### config.mk
export PLATFORM = sky130hd
export DESIGN_NAME = channel_in_group_acc
export DESIGN_NICKNAME = d
export VERILOG_FILES = /design/src/rtl/channel_in_group_acc.sv
export SDC_FILE = /design/constraint.sdc
export NUM_CORES = 2
export LEC_CHECK = 0
export CAP_MARGIN = 20
export CORE_MARGIN = 8
export CORE_UTILIZATION = 30
export DETAILED_ROUTE_END_ITERATION = 6
export PLACE_DENSITY = 0.54
export SYNTH_ARGS = -nofsm -noshare
export SYNTH_HDL_FRONTEND = slang
export SYNTH_SLANG_ARGS = --single-unit
### constraint.sdc
create_clock -name clk -period 3.8 [get_ports clk]
set_clock_uncertainty 0.2 [all_clocks]
set_input_delay 0.38 -clock clk [delete_from_list [all_inputs] [get_ports clk]]
set_output_delay 0.38 -clock clk [all_outputs]
set_load 0.1 [all_outputs]
### src/rtl/channel_in_group_acc.sv
// Accumulates per-lane adder-tree partial sums across channel-in groups and
// emits one full convolution sum per output pixel, then a done pulse.
module channel_in_group_acc #(
    parameter int LANES = 8,
    parameter int IN_W  = 32,
    parameter int ACC_W = IN_W + 8,
    parameter int CNT_W = 16
) (
    input  logic                   clk,
    input  logic                   rst_n,
    input  logic                   start,
    input  logic [CNT_W-1:0]       group_num,
    input  logic [CNT_W-1:0]       pixel_num,
    input  logic                   data_in_valid,
    input  logic [LANES*IN_W-1:0]  data_in,
    output logic                   data_out_valid,
    output logic [LANES*ACC_W-1:0] data_out,
    output logic                   busy,
    output logic                   done
);

    typedef enum logic [1:0] {S_IDLE, S_ACC, S_DONE} state_e;

    state_e               state_q, state_d;
    logic [CNT_W-1:0]     grp_max_q, grp_max_d;
    logic [CNT_W-1:0]     pix_max_q, pix_max_d;
    logic [CNT_W-1:0]     group_cnt_q, group_cnt_d;
    logic [CNT_W-1:0]     pixel_cnt_q, pixel_cnt_d;
    logic [LANES*ACC_W-1:0] acc_q, acc_d;
    logic [LANES*ACC_W-1:0] data_out_q, data_out_d;
    logic                 data_out_valid_q, data_out_valid_d;
    logic [LANES*ACC_W-1:0] sum;

    function automatic logic [ACC_W-1:0] sext(input logic [IN_W-1:0] x);
        return {{(ACC_W-IN_W){x[IN_W-1]}}, x};
    endfunction

    // The first group of a pixel overwrites the accumulator, so no clear cycle is needed.
    always_comb begin
        sum = '0;
        for (int p = 0; p < LANES; p++) begin
            if (group_cnt_q == '0)
                sum[p*ACC_W +: ACC_W] = sext(data_in[p*IN_W +: IN_W]);
            else
                sum[p*ACC_W +: ACC_W] = acc_q[p*ACC_W +: ACC_W] + sext(data_in[p*IN_W +: IN_W]);
        end
    end

    always_comb begin
        state_d          = state_q;
        grp_max_d        = grp_max_q;
        pix_max_d        = pix_max_q;
        group_cnt_d      = group_cnt_q;
        pixel_cnt_d      = pixel_cnt_q;
        acc_d            = acc_q;
        data_out_d       = data_out_q;
        data_out_valid_d = 1'b0;
        case (state_q)
            S_IDLE: begin
                if (start) begin
                    grp_max_d   = (group_num == '0) ? '0 : group_num - CNT_W'(1);
                    pix_max_d   = (pixel_num == '0) ? '0 : pixel_num - CNT_W'(1);
                    group_cnt_d = '0;
                    pixel_cnt_d = '0;
                    state_d     = S_ACC;
                end
            end
            S_ACC: begin
                if (data_in_valid) begin
                    acc_d = sum;
                    if (group_cnt_q == grp_max_q) begin
                        data_out_d       = sum;
                        data_out_valid_d = 1'b1;
                        group_cnt_d      = '0;
                        if (pixel_cnt_q == pix_max_q) begin
                            pixel_cnt_d = '0;
                            state_d     = S_DONE;
                        end else begin
                            pixel_cnt_d = pixel_cnt_q + CNT_W'(1);
                        end
                    end else begin
                        group_cnt_d = group_cnt_q + CNT_W'(1);
                    end
                end
            end
            S_DONE:  state_d = S_IDLE;
            default: state_d = S_IDLE;
        endcase
    end

    always_ff @(posedge clk or negedge rst_n) begin
        if (!rst_n) begin
            state_q          <= S_IDLE;
            grp_max_q        <= '0;
            pix_max_q        <= '0;
            group_cnt_q      <= '0;
            pixel_cnt_q      <= '0;
            acc_q            <= '0;
            data_out_q       <= '0;
            data_out_valid_q <= 1'b0;
        end else begin
            state_q          <= state_d;
            grp_max_q        <= grp_max_d;
            pix_max_q        <= pix_max_d;
            group_cnt_q      <= group_cnt_d;
            pixel_cnt_q      <= pixel_cnt_d;
            acc_q            <= acc_d;
            data_out_q       <= data_out_d;
            data_out_valid_q <= data_out_valid_d;
        end
    end

    // done coincides with the final data_out_valid because DONE follows the last beat.
    assign data_out_valid = data_out_valid_q;
    assign data_out       = data_out_q;
    assign busy           = (state_q == S_ACC);
    assign done           = (state_q == S_DONE);

endmodule

# --- After elaboration in Yosys (flattened, before gate mapping) ---
# Cells that the tools add are included.
totals:
  out_inout_bits: 323
  elab_cells: 65
  reg_bits: 707
  in_bits: 292
classes:
  n_reduce_logical: 11
  add_sub_neg: 12
  eq_ne: 8
  mux: 26
ops:
  columns: ["cell", "n"]
  rows:
  - ["adder 40 bit", 8]
  - ["two-way mux 40 bit", 8]
  - ["two-way mux 16 bit", 8]
  - ["case mux 16 bit (2 select lines)", 2]
  - ["logical NOT 16 bit", 3]
  - ["adder 16 x 1 -> 16 bit (second input constant)", 2]
  - ["== test 16 bit", 2]
  - ["subtractor 16 x 1 -> 16 bit (second input constant)", 2]
  - ["two-way mux 2 bit", 4]
  - ["AND reduction 4 bit", 2]
  - ["AND reduction 3 bit", 2]
  - ["!= test 2 x 1 -> 1 bit (second input constant)", 2]
  - ["!= test 2 bit (second input constant)", 2]
  - ["case mux 2 bit (2 select lines)", 1]
  - ["AND reduction 2 bit", 2]
  - ["two-way mux 1 bit", 3]
  - ["== test 2 x 1 -> 1 bit (second input constant)", 1]
  - ["== test 2 bit (second input constant)", 1]
  - ["logical NOT 2 bit", 1]
  - ["nonzero test 2 bit", 1]

# --- Logic depth before layout (Yosys ltp) ---
logic_depth:
  depth_word: 5
  ltp_mapped: 14
  mapped_depth_nobuf: 14

# --- Worst setup path after synthesis ---
# OpenSTA, ideal clock, no wires.
synth_timing:
  kind: "reg-to-reg"
  start: "register state_q[0]"
  end: "register data_out_q[272] (netlist: data_out[272])"
  required_time_ps: 3459
  t_arrival_ps: 3152
  path_buffers: 4
  setup_ps: 141
  path_stages_with_launch: 10
  slack_ps: 307
  period_less_slack_ps: 3493
  path_cell_list: "dfrtp_1 -> nor2b_1 -> clkbuf_1 -> nand2_1 -> or2_1 -> buf_2 -> inv_2 -> clkbuf_1 -> clkbuf_1 -> a31oi_1"
synth_via:
  elab_chain_len: 2
synth_lines:
  columns: ["item", "line_no", "rtl"]
  rows:
  - ["start: declaration", "24", "state_e state_q, state_d;"]
  - ["start signal: assignment", "102", "state_q <= state_d;"]
  - ["== test 2 x 1 -> 1 bit", null, null]
  - ["net busy", "18", "output logic busy,"]
  - ["AND reduction 3 bit (no line)", null, null]
  - ["end signal: assignment", "108", "data_out_q <= data_out_d;"]
  - ["end: declaration", "30", "logic [LANES*ACC_W-1:0] data_out_q, data_out_d;"]
# The timed path passes the listed nets, and every way through them passes these cells.
# A chain may end at the register's enable or synchronous reset.

# --- Final worst setup path ---
layout_timing:
  start: "register acc_q[80]"
  end: "register data_out_q[112] (netlist: data_out[112])"
layout_via:
  elab_chain_len: 2
layout_lines:
  columns: ["item", "line_no", "rtl"]
  rows:
  - ["start: declaration", "29", "logic [LANES*ACC_W-1:0] acc_q, acc_d;"]
  - ["start signal: assignment", "98", "acc_q <= '0;"]
  - ["start signal: assignment", "107", "acc_q <= acc_d;"]
  - ["adder 40 bit", "45", "sum[p*ACC_W +: ACC_W] = acc_q[p*ACC_W +: ACC_W] + sext(data_in[p*IN_W +: IN_W]);"]
  - ["two-way mux 40 bit", "42", "if (group_cnt_q == '0)"]
# Every way passes these cells.

==> summary.md <==
| Metric | Value |
|---|---|
| Status | `completed` |
| Remaining Overflow, GRT | `0` |
| DRT antenna net count | `0` |
| CTS tree | `built` |
| Fin crit period | `roughly 3.6 ns` |
| Max Root-Sink Buffers | `3` |
| Final hold slack | `~0.1 ns` |
| Worst slew pin tran | `between 1 and 1.5 ns` |
| Xor/xnor share of the synthesized area | `about 6.3%` |
| CP arrival | `approximately 4 ns` |
| Lkg Pwr | `27.1 nW` |
| Worst-Skew Late Latency | `0.70 ns` |
| Clk root buf | `clkbuf_16` |
| Die ar. | `about 170,000 um2` |
| Critical Path Sink Type | `flip-flop` |
| Hold Path Class | `in2async` |
| Largest area contributor in the netlist | `dfrtp_1` |
| Critical Path RT | `~4.2 ns` |
| Yosys warns | `0` |
| Syn Area/Cell | `~8.4 um2` |
| Seq/Total Area, Yosys | `38.5%` |
| CTS buffer count | `88` |
| Initial antenna violation count | `23` |
| 1st-iter DRT viols | `between 2,000 and 2,500` |
| Synth Register Bits | `around 700` |
| Port Buffer Count | `~610` |
| Fillers | `15,600` |
| Post-layout util | `between 30% and 40%` |
| Final period util | `a little over nine tenths` |
| Synth async-reset ratio | `between 90% and 100%` |
| Via/cell ratio | `roughly 5.0` |
| Vias | `42,000` |
| RSZ-0062 raised after global routing | `false` |
| Ys flop type | `dfrtp_1` |
| Cells after synthesis | `roughly 5,500` |
| H-tree depth | `3` |
| Pwr Total | `0.0596 W` |
| Combinational family with the most area after synthesis | `compound AO/OA/AOI/OAI gates` |
| Startpoint types | `flip-flop` |
| Crit Path Max Fanout | `6` |
| Drc violations | `0` |
| GR Util All Layers | `a little under a fifth` |
| Adder-cell share of the synthesized area | `8.97%` |
| Netlist cell types | `97` |
| Final hold vios | `0` |
| Count of final setup violators | `0` |
| Post-DP HPWL | `~120 mm` |
| Top-area cell type share of the netlist area | `38.5%` |
| Max frequency | `0.277 GHz` |
| Postcts setup bufs | `0` |
| Max-slew violation count | `0` |
| Placed instance count | `8,180` |
| CP Class | `reg2reg` |
| Pin count of the biggest net entering global routing | `153` |
| Area Overhead vs Synth | `29.5%` |
| Synth area leaders | `dfrtp_1, o21ai_0, ha_1, nand2_1, a21oi_1` |
| Power Dens Cells | `around 1000 nW/um2` |
| Layout cell share with drive strength beyond 1 | `roughly 9.6%` |
| Routed WL per cell | `about 19 um` |
| Nets | `between 6,000 and 7,000` |
| Simple-gate area share of the yosys netlist | `16.5%` |
| Slew headroom | `between 20% and 30%` |
| Reg clk slew, reported paths | `about 0.06 ns` |
| EDFF count, synth | `0` |
| Top-count cell post-synth | `nand2_1` |
| Setup tns final | `0 ns` |
| Top cells by count, synth | `nand2_1, o21ai_0, dfrtp_1` |
| Finished Layout Cells | `8,354` |
| Chip width | `408 um` |
| First-pass GRT wire length | `about 250 mm` |
| Cell Area, Synth | `about 46,000 um2` |
| Max-cap violations | `0` |
| Initial core utilization | `about 30%` |
| Worst vdd ir | `0.000602 V` |
| Core area | `152,000 um2` |
| Mux contribution to synthesized area | `1.45%` |
| Ports | `approximately 620` |
| Complex-gate fraction of the synthesized area | `approximately a quarter` |
| Placement Rows | `about 140` |
| Post-Route WL | `around 160 mm` |
| Gp weighted congestion | `~0.89` |
| Synthesized net count | `just over 6,000` |
| Vias in the first global route | `between 40,000 and 50,000` |
| Clk sinks | `just over 700` |
| Chip Height | `just over 400 um` |
| TritonRoute pass-1 iters | `5` |
[flip-flops by register name, indices dropped and copies added, names as in the netlist]
name,count
acc_q,320
data_out,320
group_cnt_q,16
grp_max_q,16
pix_max_q,16
pixel_cnt_q,16
state_q,2
data_out_valid,1
[layout by cell type (no fill, tap or decap), types with 54 or more instances in the layout]
master	count
a21o_1	175
a21oi_1	449
a31oi_1	70
buf_4	346
clkbuf_16	89
clkdlybuf4s50_1	585
dfrtp_1	707
ha_1	317
inv_1	102
nand2_1	920
nand3_1	72
nor2_1	329
nor3_1	57
o21ai_0	833
o21ai_1	54
xnor2_1	174
xor2_1	155
[area by class of cell]
type	instances	area (um2)	share of cell area [%]
multi-input cells	4386	26900	45.1
flip-flops and latches	707	17700	29.7
repair buffers	955	8920	15.0
clock buffers	124	2570	4.31
well taps	2030	2540	4.26
clock inverters	36	553	0.928
inverters	103	392	0.657
diodes	13	32.5	0.0546
[per-stage QoR]
stage	area [um2]	worst slack (ns)
floorplan	46000	0.307
global placement	56400	-0.421
detailed placement	56400	-0.448
CTS	59500	0.109
global route	59600	0.0105
finish	59600	0.189
[worst paths after layout]
check	endpoint	slack [ns]	from	cells past startpoint
setup / recovery	data_out[112]	0.19	acc_q[80]	14
hold / removal	grp_max_q[7]	0.10	rst_n	2
setup reg to reg	data_out[112]	0.19	acc_q[80]	14
hold reg to reg	acc_q[145]	0.27	acc_q[145]	2
max in group asynchronous	acc_q[279]	2.12	rst_n	3
min in group clk	state_q[0]	0.14	start	3
[power breakdown]
| part | leakage (nW) | total (W) | internal [W] | switching, W |
|---|---|---|---|---|
| Sequential | 9.14 | 0.0125 | 0.0106 | 0.00195 |
| Combinational | 16.5 | 0.0380 | 0.0135 | 0.0244 |
| Clock | 1.52 | 0.00911 | 0.00549 | 0.00362 |
| Total | 27.1 | 0.0596 | 0.0296 | 0.0300 |
[worst max-delay path: stages (launching register included)]
cell       delay, ns
dfrtp_1         0.34
ha_1            0.17
inv_1           0.05
fa_1            0.41
nor2b_1         0.24
o31a_1          0.23
o211a_1         0.23
a21oi_4         0.08
o41a_4          0.38
o22ai_2         0.15
a31o_4          0.23
and2_1          0.15
nor3_1          0.06
a2111oi_2       0.41
a21oi_1         0.11
[metal layers]
layer	vias up	wire length, um	part of all wire (%)	GRT usage (%)
met5	-	35	0.022	0
met4	6	3690	2.4	4.60
met3	186	9020	5.8	4.31
met2	816	71800	46	29.9
met1	20000	72000	46	24.1
li1	21100	-	-	-
[logic make-up (layout without fill, tap and decap cells)]
| family | Yosys count | in the layout |
|---|---|---|
| AOI/OAI and AO/OA | 1942 | 1942 |
| and+or+nand+nor | 1725 | 1725 |
| DFF | 707 | 707 |
| buffers and inverters | 382 | 1218 |
| xor gates and xnor gates | 329 | 329 |
| adders and majority gates | 325 | 325 |
| muxes | 65 | 65 |
| other | 0 | 13 |
[what timing repair did]
item | in CTS | in global routing
gates resized for setup | 0 | 5
setup endpoints to repair | 0 | 18
hold buffers | 1 | 0
endpoints found under the hold margin | 48 | 0
(Power assumes the default switching activity.)
